$ cat src/rtl/kuznechik_ls_core.sv
// Kuznechik (GOST R 34.12-2015) L transform (16 serial R steps, one per clock)
// and the combinational pi S layer across all 16 bytes.
module kuznechik_ls_core (
    input  logic         clk,
    input  logic         reset,
    input  logic         enable,
    input  logic [127:0] input_word,
    output logic [127:0] output_word,
    output logic         finish_convertion,
    input  logic [127:0] s_input_bytes,
    output logic [127:0] s_output_bytes
);

    typedef enum logic [1:0] {IDLE, RUN, DONE} state_t;

    // l coefficients indexed by byte position: LCOEF[i] multiplies a_i
    localparam logic [7:0] LCOEF [16] = '{
        8'd1,   8'd148, 8'd32,  8'd133, 8'd16,  8'd194, 8'd192, 8'd1,
        8'd251, 8'd1,   8'd192, 8'd194, 8'd16,  8'd133, 8'd32,  8'd148
    };

    localparam logic [7:0] PI [256] = '{
        8'hFC, 8'hEE, 8'hDD, 8'h11, 8'hCF, 8'h6E, 8'h31, 8'h16, 8'hFB, 8'hC4, 8'hFA, 8'hDA, 8'h23, 8'hC5, 8'h04, 8'h4D,
        8'hE9, 8'h77, 8'hF0, 8'hDB, 8'h93, 8'h2E, 8'h99, 8'hBA, 8'h17, 8'h36, 8'hF1, 8'hBB, 8'h14, 8'hCD, 8'h5F, 8'hC1,
        8'hF9, 8'h18, 8'h65, 8'h5A, 8'hE2, 8'h5C, 8'hEF, 8'h21, 8'h81, 8'h1C, 8'h3C, 8'h42, 8'h8B, 8'h01, 8'h8E, 8'h4F,
        8'h05, 8'h84, 8'h02, 8'hAE, 8'hE3, 8'h6A, 8'h8F, 8'hA0, 8'h06, 8'h0B, 8'hED, 8'h98, 8'h7F, 8'hD4, 8'hD3, 8'h1F,
        8'hEB, 8'h34, 8'h2C, 8'h51, 8'hEA, 8'hC8, 8'h48, 8'hAB, 8'hF2, 8'h2A, 8'h68, 8'hA2, 8'hFD, 8'h3A, 8'hCE, 8'hCC,
        8'hB5, 8'h70, 8'h0E, 8'h56, 8'h08, 8'h0C, 8'h76, 8'h12, 8'hBF, 8'h72, 8'h13, 8'h47, 8'h9C, 8'hB7, 8'h5D, 8'h87,
        8'h15, 8'hA1, 8'h96, 8'h29, 8'h10, 8'h7B, 8'h9A, 8'hC7, 8'hF3, 8'h91, 8'h78, 8'h6F, 8'h9D, 8'h9E, 8'hB2, 8'hB1,
        8'h32, 8'h75, 8'h19, 8'h3D, 8'hFF, 8'h35, 8'h8A, 8'h7E, 8'h6D, 8'h54, 8'hC6, 8'h80, 8'hC3, 8'hBD, 8'h0D, 8'h57,
        8'hDF, 8'hF5, 8'h24, 8'hA9, 8'h3E, 8'hA8, 8'h43, 8'hC9, 8'hD7, 8'h79, 8'hD6, 8'hF6, 8'h7C, 8'h22, 8'hB9, 8'h03,
        8'hE0, 8'h0F, 8'hEC, 8'hDE, 8'h7A, 8'h94, 8'hB0, 8'hBC, 8'hDC, 8'hE8, 8'h28, 8'h50, 8'h4E, 8'h33, 8'h0A, 8'h4A,
        8'hA7, 8'h97, 8'h60, 8'h73, 8'h1E, 8'h00, 8'h62, 8'h44, 8'h1A, 8'hB8, 8'h38, 8'h82, 8'h64, 8'h9F, 8'h26, 8'h41,
        8'hAD, 8'h45, 8'h46, 8'h92, 8'h27, 8'h5E, 8'h55, 8'h2F, 8'h8C, 8'hA3, 8'hA5, 8'h7D, 8'h69, 8'hD5, 8'h95, 8'h3B,
        8'h07, 8'h58, 8'hB3, 8'h40, 8'h86, 8'hAC, 8'h1D, 8'hF7, 8'h30, 8'h37, 8'h6B, 8'hE4, 8'h88, 8'hD9, 8'hE7, 8'h89,
        8'hE1, 8'h1B, 8'h83, 8'h49, 8'h4C, 8'h3F, 8'hF8, 8'hFE, 8'h8D, 8'h53, 8'hAA, 8'h90, 8'hCA, 8'hD8, 8'h85, 8'h61,
        8'h20, 8'h71, 8'h67, 8'hA4, 8'h2D, 8'h2B, 8'h09, 8'h5B, 8'hCB, 8'h9B, 8'h25, 8'hD0, 8'hBE, 8'hE5, 8'h6C, 8'h52,
        8'h59, 8'hA6, 8'h74, 8'hD2, 8'hE6, 8'hF4, 8'hB4, 8'hC0, 8'hD1, 8'h66, 8'hAF, 8'hC2, 8'h39, 8'h4B, 8'h63, 8'hB6
    };

    // Multiply by x modulo x^8+x^7+x^6+x+1
    function automatic logic [7:0] xtime(input logic [7:0] a);
        return {a[6:0], 1'b0} ^ (a[7] ? 8'hC3 : 8'h00);
    endfunction

    // Constant multipliers collapse to XOR trees once c is a literal
    function automatic logic [7:0] gf_mul(input logic [7:0] a, input logic [7:0] c);
        logic [7:0] p;
        logic [7:0] s;
        p = 8'h00;
        s = a;
        for (int b = 0; b < 8; b++) begin
            if (c[b]) p = p ^ s;
            s = xtime(s);
        end
        return p;
    endfunction

    function automatic logic [127:0] r_step(input logic [127:0] w);
        logic [7:0] l;
        l = 8'h00;
        for (int i = 0; i < 16; i++)
            l = l ^ gf_mul(w[8*i +: 8], LCOEF[i]);
        return {l, w[127:8]};
    endfunction

    state_t       state;
    logic [3:0]   cnt;
    logic [127:0] work;
    logic [127:0] r_next;

    assign r_next = r_step(work);

    always_ff @(posedge clk or posedge reset) begin
        if (reset) begin
            state             <= IDLE;
            cnt               <= 4'd0;
            work              <= '0;
            output_word       <= '0;
            finish_convertion <= 1'b0;
        end else begin
            case (state)
                IDLE: begin
                    if (enable) begin
                        work  <= input_word;
                        cnt   <= 4'd0;
                        state <= RUN;
                    end
                end
                RUN: begin
                    // Requester withdrawing mid-run abandons the result silently
                    if (!enable) begin
                        state <= IDLE;
                    end else begin
                        work <= r_next;
                        cnt  <= cnt + 4'd1;
                        if (cnt == 4'd15) begin
                            output_word       <= r_next;
                            finish_convertion <= 1'b1;
                            state             <= DONE;
                        end
                    end
                end
                DONE: begin
                    if (!enable) begin
                        finish_convertion <= 1'b0;
                        state             <= IDLE;
                    end
                end
                default: state <= IDLE;
            endcase
        end
    end

    for (genvar k = 0; k < 16; k++) begin : g_sbox
        assign s_output_bytes[8*k +: 8] = PI[s_input_bytes[8*k +: 8]];
    end

endmodule

$ cat config.mk
export PLATFORM = sky130hd
export DESIGN_NAME = kuznechik_ls_core
export DESIGN_NICKNAME = d
export VERILOG_FILES = /design/src/rtl/kuznechik_ls_core.sv
export SDC_FILE = /design/constraint.sdc
export NUM_CORES = 2
export LEC_CHECK = 0
export CAP_MARGIN = 20
export CORE_UTILIZATION = 25
export CTS_BUF_LIST = sky130_fd_sc_hd__clkbuf_8 sky130_fd_sc_hd__clkbuf_16
export DETAILED_ROUTE_END_ITERATION = 7
export GPL_TIMING_DRIVEN = 1
export HOLD_SLACK_MARGIN = 0.15
export PLACE_DENSITY_LB_ADDON = 0.08
export SLEW_MARGIN = 5
export SYNTH_ARGS = -nofsm -noshare
export SYNTH_HDL_FRONTEND = slang
export SYNTH_SLANG_ARGS = --single-unit
$ cat constraint.sdc
create_clock -name clk -period 9.1 [get_ports clk]
set_clock_uncertainty 0.05 [all_clocks]
set_input_delay 1.82 -clock clk [delete_from_list [all_inputs] [get_ports clk]]
set_output_delay 1.82 -clock clk [all_outputs]
set_load 0.005 [all_outputs]
**Word level (Yosys, flattened, before mapping)**

Memory sizes are Yosys's and may differ from the RTL's.
Index checks and enable logic that the tools add are counted.

- Add/sub/neg operators: 1
- $mul: 0
- Div/mod/pow operators: 0
- Order comparisons: 16
- Eq/ne operators: 8
- Shifts and indexed selects: 0
- Muxes and demuxes: 128
- Bitwise logic cells: 132
- Reductions and logical operators: 7

Operators by type and width:

| kind | number |
|---|---|
| 8-bit XOR | 116 |
| 8-bit two-way mux | 113 |
| 128-bit two-way mux | 2 |
| 128-bit case mux with 2 select lines | 1 |
| 9-bit >= comparator (second input constant) | 16 |
| 8-bit NOT with 9-bit output | 16 |
| 3-bit AND reduction | 3 |
| 2-bit two-way mux | 4 |
| 4-bit two-way mux | 2 |
| 2-bit inequality test (second input constant) | 4 |
| 4-bit case mux with 2 select lines | 1 |
| 2-bit case mux with 3 select lines | 1 |
| 4-bit by 1-bit adder with 4-bit output (second input constant) | 1 |
| 4-bit equality test (second input constant) | 1 |
| 4-bit AND reduction | 1 |
| 2-bit nonzero test | 2 |
| 1-bit two-way mux | 3 |
| 3-bit inequality test (second input constant) | 1 |
| 2-bit by 1-bit equality test with 1-bit output (second input constant) | 1 |
| 2-bit equality test (second input constant) | 1 |
| 2-bit logical NOT | 1 |
| 1-bit case mux with 2 select lines | 1 |

- Register bits: 263
- Latch bits: 0
- Memory bits (writable): 0
- Memory bits (read-only): 32768
- Input port bits: 259
- Output and inout port bits: 257
- Logic and storage cells: 313
- Memories kept: 16

Memories:

| name | words | bits a word | read ports | clocked after memory_dff | wr ports | RTL line | text |
|---|---|---|---|---|---|---|---|
| (name not given) | 256 | 8 | 1 | 0 | 0 | 116 | `assign s_output_bytes[8*k +: 8] = PI[s_input_bytes[8*k +: 8]];` |
| (name not given) | 256 | 8 | 1 | 0 | 0 | 116 |  |
| (name not given) | 256 | 8 | 1 | 0 | 0 | 116 |  |
| (name not given) | 256 | 8 | 1 | 0 | 0 | 116 |  |
| (name not given) | 256 | 8 | 1 | 0 | 0 | 116 |  |
| (name not given) | 256 | 8 | 1 | 0 | 0 | 116 |  |
| +10 memories | -- | -- | -- | -- | -- | -- |  |

**Longest topological paths before layout**

- Depth in word-level cells: 32
- Mapped depth: 13
- Depth with buffers taken out: 9

**Least setup slack after synthesis**

Ideal clock, no wire load.

- Path kind: input-to-output
- From: input port s_input_bytes[104]
- To: output port s_output_bytes[108]
- Arrival: 4.469 ns
- Required time: 7.230 ns
- Setup slack: 2.761 ns
- Stages on the path: 11
- Buffers on the path: 4
- Cell sequence: clkbuf_1 > clkbuf_1 > inv_1 > ha_1 > clkbuf_1 > or2_2 > clkbuf_1 > nand2_1 > mux4_2 > mux4_2 > mux2i_1

- Cells in the longest elaborated chain, start to end: 4

RTL lines:

| element | RTL line | text |
|---|---|---|
| start: declaration | 10 | `input logic [127:0] s_input_bytes,` |
| 8-bit NOT with 9-bit output (not written as such) | 116 |  |
| memory 256 x 8 bit | -- |  |
| 8-bit two-way mux (not written as such) (2 in series) | 116 |  |
| end: declaration | 11 | `output logic [127:0] s_output_bytes` |

Every way passes these cells. The select of a mux whose other input is x is not followed.

**Final worst setup path**

- From: input port s_input_bytes[32]
- To: output port s_output_bytes[32]

The elaborated chain is that of the path after synthesis.

==> summary.txt <==
Status
  – Status: finished with violations
  – Failing checks: design-rule violations

GRT
  – Largest net degree at the start of global routing: 226
  – Met1 Usage GRT: a little over a third
  – Most Used Layer, Global Route: met2
  – Vias in the first global route: about 74000
  – First-pass GRT wire length: between 500 and 600 mm
  – Gr ovfl total: 0
  – GRT Overall Usage: between 20% and 30%
  – Initial antenna violation count: 63
  – Met2 Track Usage GR: 40.20%
  – Routing usage on met3: approximately 5.5%

STA
  – # setup viols final: 0
  – Max Fclk: 125.8 MHz
  – RSZ-0062 raised after global routing: false
  – Final TNS setup: 0 ns
  – Min Tclk post-route: 7.946 ns
  – Final period util: ~87%
  – WHS: between 0.4 and 0.5 ns
  – Least-Margin Pin Slew: approximately 1.2 ns
  – Slew Viols, Final: 0
  – Hold Violations, Final: 0
  – Slew headroom: approximately 23%

Critical path
  – Worst R2R End: output_word[126]$_DFFE_PP0P_
  – Crit path required time: between 7 and 8 ns
  – CP peak stage delay: between 1 and 1.5 ns
  – Worst-path fanout max: 23
  – Critical path data arrival time: ~6 ns
  – Worst Reg-to-Reg Cells: 7
  – CP max-delay cell: ha_1
  – Crit path kind: in2out
  – Setup crit start kind: primary input
  – Worst r2r src: work[90]$_DFFE_PP0P_
  – Worst setup EP type: primary output
  – R2R setup slack: around 5.8 ns
  – CP cell instances: clkdlybuf4s50_1 -> clkinv_1 -> ha_1 -> nand2b_1 -> o21ai_0 -> nand2_1 -> a21oi_1 -> a21oi_1 -> mux4_2 -> a211oi_1 -> clkdlybuf4s50_1

Drt
  – Vias per std cell: 6.309
  – Via Count: a little over 80000
  – Antenna viol nets, final: 0
  – 1st-pass router iterations: 8
  – Wirelength per Cell: 27.58 µm
  – Drt drc: 15
  – DRT iter0 DRCs: 11630
  – Post-Route WL: about 350 mm

Synth
  – Mapped Cells: approximately 9900
  – Synth warn: 0
  – Synth unique cells: between 80 and 90
  – EDFF count, synth: 0
  – FFs w/ async S/R, synth: 100.0%
  – Syn Area/Cell: about 6.6 µm²
  – Synth Cell Area: 0.06456 mm²
  – Post-synthesis register bit count: around 260
  – Top FF cell, synth: dfrtp_1
  – Sequential area share after synthesis: between 10% and 20%
  – Syn_nets: a little over 10000

Clock tree
  – Hold buffer count at cts: 0
  – TritonCTS clock tree: done
  – Sink Count: 263
  – Skew-Pair Late Insertion Delay: between 0.5 and 0.6 ns
  – Clk slew on worst S/H paths: around 0.060 ns
  – Root Driver: clkbuf_16
  – Post-CTS setup buffer count: 0
  – Clock buffer depth: 3
  – CTS buffer count: 28
  – Resized cells post-CTS: 0
  – CTS H-tree lvls: 1

Final layout
  – Layout filler cell count: approximately 29000
  – Commonest cells after routing, fill and taps aside: 1152 x o21ai_0, 1090 x nand2_1, 1008 x a21oi_1
  – Final nets: 9851
  – Synthesis-to-finish area growth: 11.16%
  – Fraction of layout cells with a size suffix above 1: approximately 7.9%
  – Most common cell after layout, fill and taps aside: o21ai_0

Die
  – Chip width: approximately 500 µm
  – Initial core utilization: about a quarter
  – Die height: 510.2 µm
  – Die ar.: ~0.26 mm²
  – Row cnt: 186
  – I/O Pins: between 500 and 600
  – Core Area: ~0.26 mm²

Job
  – Maxcap violations: 0

Placed design
  – Global placer's final weighted congestion: slightly below 1
  – Post-DP HPWL: around 250 mm
  – PortBufs: just over 500

Power and ir drop
  – Leak pwr: about 26 nW
  – Maximum VDD drop: around 0.00038 V
  – PwrDens: about 130 mW/mm²

Min path
  – WHS Endpoint: work[5]$_DFFE_PP0P_
  – Critical hold path startpoint: work[5]$_DFFE_PP0P_
  – Hold Crit Depth: 2
  – Worst min path class: reg2reg
==> layer usage <==
layer / vias to the layer above / wire [µm]
met1: 39190 / 146600
met3: 744 / 37000
met2: 4908 / 156800
met4: 82 / 12550
met5: - / 531
li1: 35940 / -
==> kinds of logic after synthesis <==
logic type	share of synthesized area [%]
AOI/OAI and AO/OA	39.10
xor gates and xnor gates	4.037
adders and majority gates	3.741
buffers and inverters	8.070
DFF	10.19
muxes	11.23
and+or+nand+nor	23.62
==> cell type report <==
type,instances,area [µm²],share of cell area (%)
multi-input combinational,8215,52790,73.56
timing repair buffer,742,6676,9.304
sequential,263,6581,9.171
tap,3384,4234,5.900
clock buffer,36,822.0,1.146
inverter,149,563.0,0.7846
clock inverter,13,56.30,0.07846
antenna,15,37.54,0.05231
==> registers in the layout, indices dropped and copies added, names as in the netlist <==
register and cells:
cnt 4, finish_convertion 1, output_word 128, state 2, work 128
==> Yosys cell counts (all sizes together) (215+ instances only) <==
library cell	n	share of area (%)
o21ai	1152	8.9
nand2	1090	6.3
a21oi	1008	7.8
clkbuf	979	5.7
nor2	789	4.6
nand3	336	2.6
nor3	285	2.2
nand2b	268	2.6
a211oi	265	3.1
dfrtp	263	10
a31oi	257	2.5
buf	246	1.5
o211ai	246	2.9
nor2b	215	2.1
==> worst max-delay path by stage <==
stage                                  start                  end  slack [ns]  cells past startpoint
final                      s_input_bytes[32]   s_output_bytes[32]        1.15                     11
after global routing        s_input_bytes[1]    s_output_bytes[1]        0.89                     10
after floorplan           s_input_bytes[104]  s_output_bytes[108]        2.76                     11
after CTS                  s_input_bytes[32]   s_output_bytes[32]        1.22                     11
after detailed placement   s_input_bytes[32]   s_output_bytes[32]        1.22                     11
after global placement     s_input_bytes[32]   s_output_bytes[32]        1.14                     11
==> worst max-delay path, delay by kind of cell <==
| kind | cells | cell delay, ns |
|---|---|---|
| AOI/OAI and AO/OA | 4 | 0.93 |
| adders and majority gates | 1 | 1.02 |
| buffers and inverters | 3 | 1.58 |
| muxes | 1 | 0.49 |
| and+or+nand+nor | 2 | 0.23 |
==> report_power, final <==
group	internal [W]	switching (W)	total, W
clock	0.000628	0.000520	0.00115
combinational	0.00268	0.00371	0.00638
sequential	0.00128	0.000240	0.00152
total	0.00458	0.00447	0.00905
==> stage by stage <==
stage	cell area, µm²	util (%)	setup slack [ns]	power (W)	cells
6_report	71760	27.96	1.154	0.009050	12820
5_1_grt	71740	27.95	0.8925	0.009548	12810
4_1_cts	71720	27.94	1.221	0.009074	12800
3_5_place_dp	70840	27.60	1.225	0.007870	12750
3_3_place_gp	70840	27.60	1.144	0.007936	12750
2_1_floorplan	64560	-	2.761	0.005644	9852
Power figures use the tool's default switching activity.
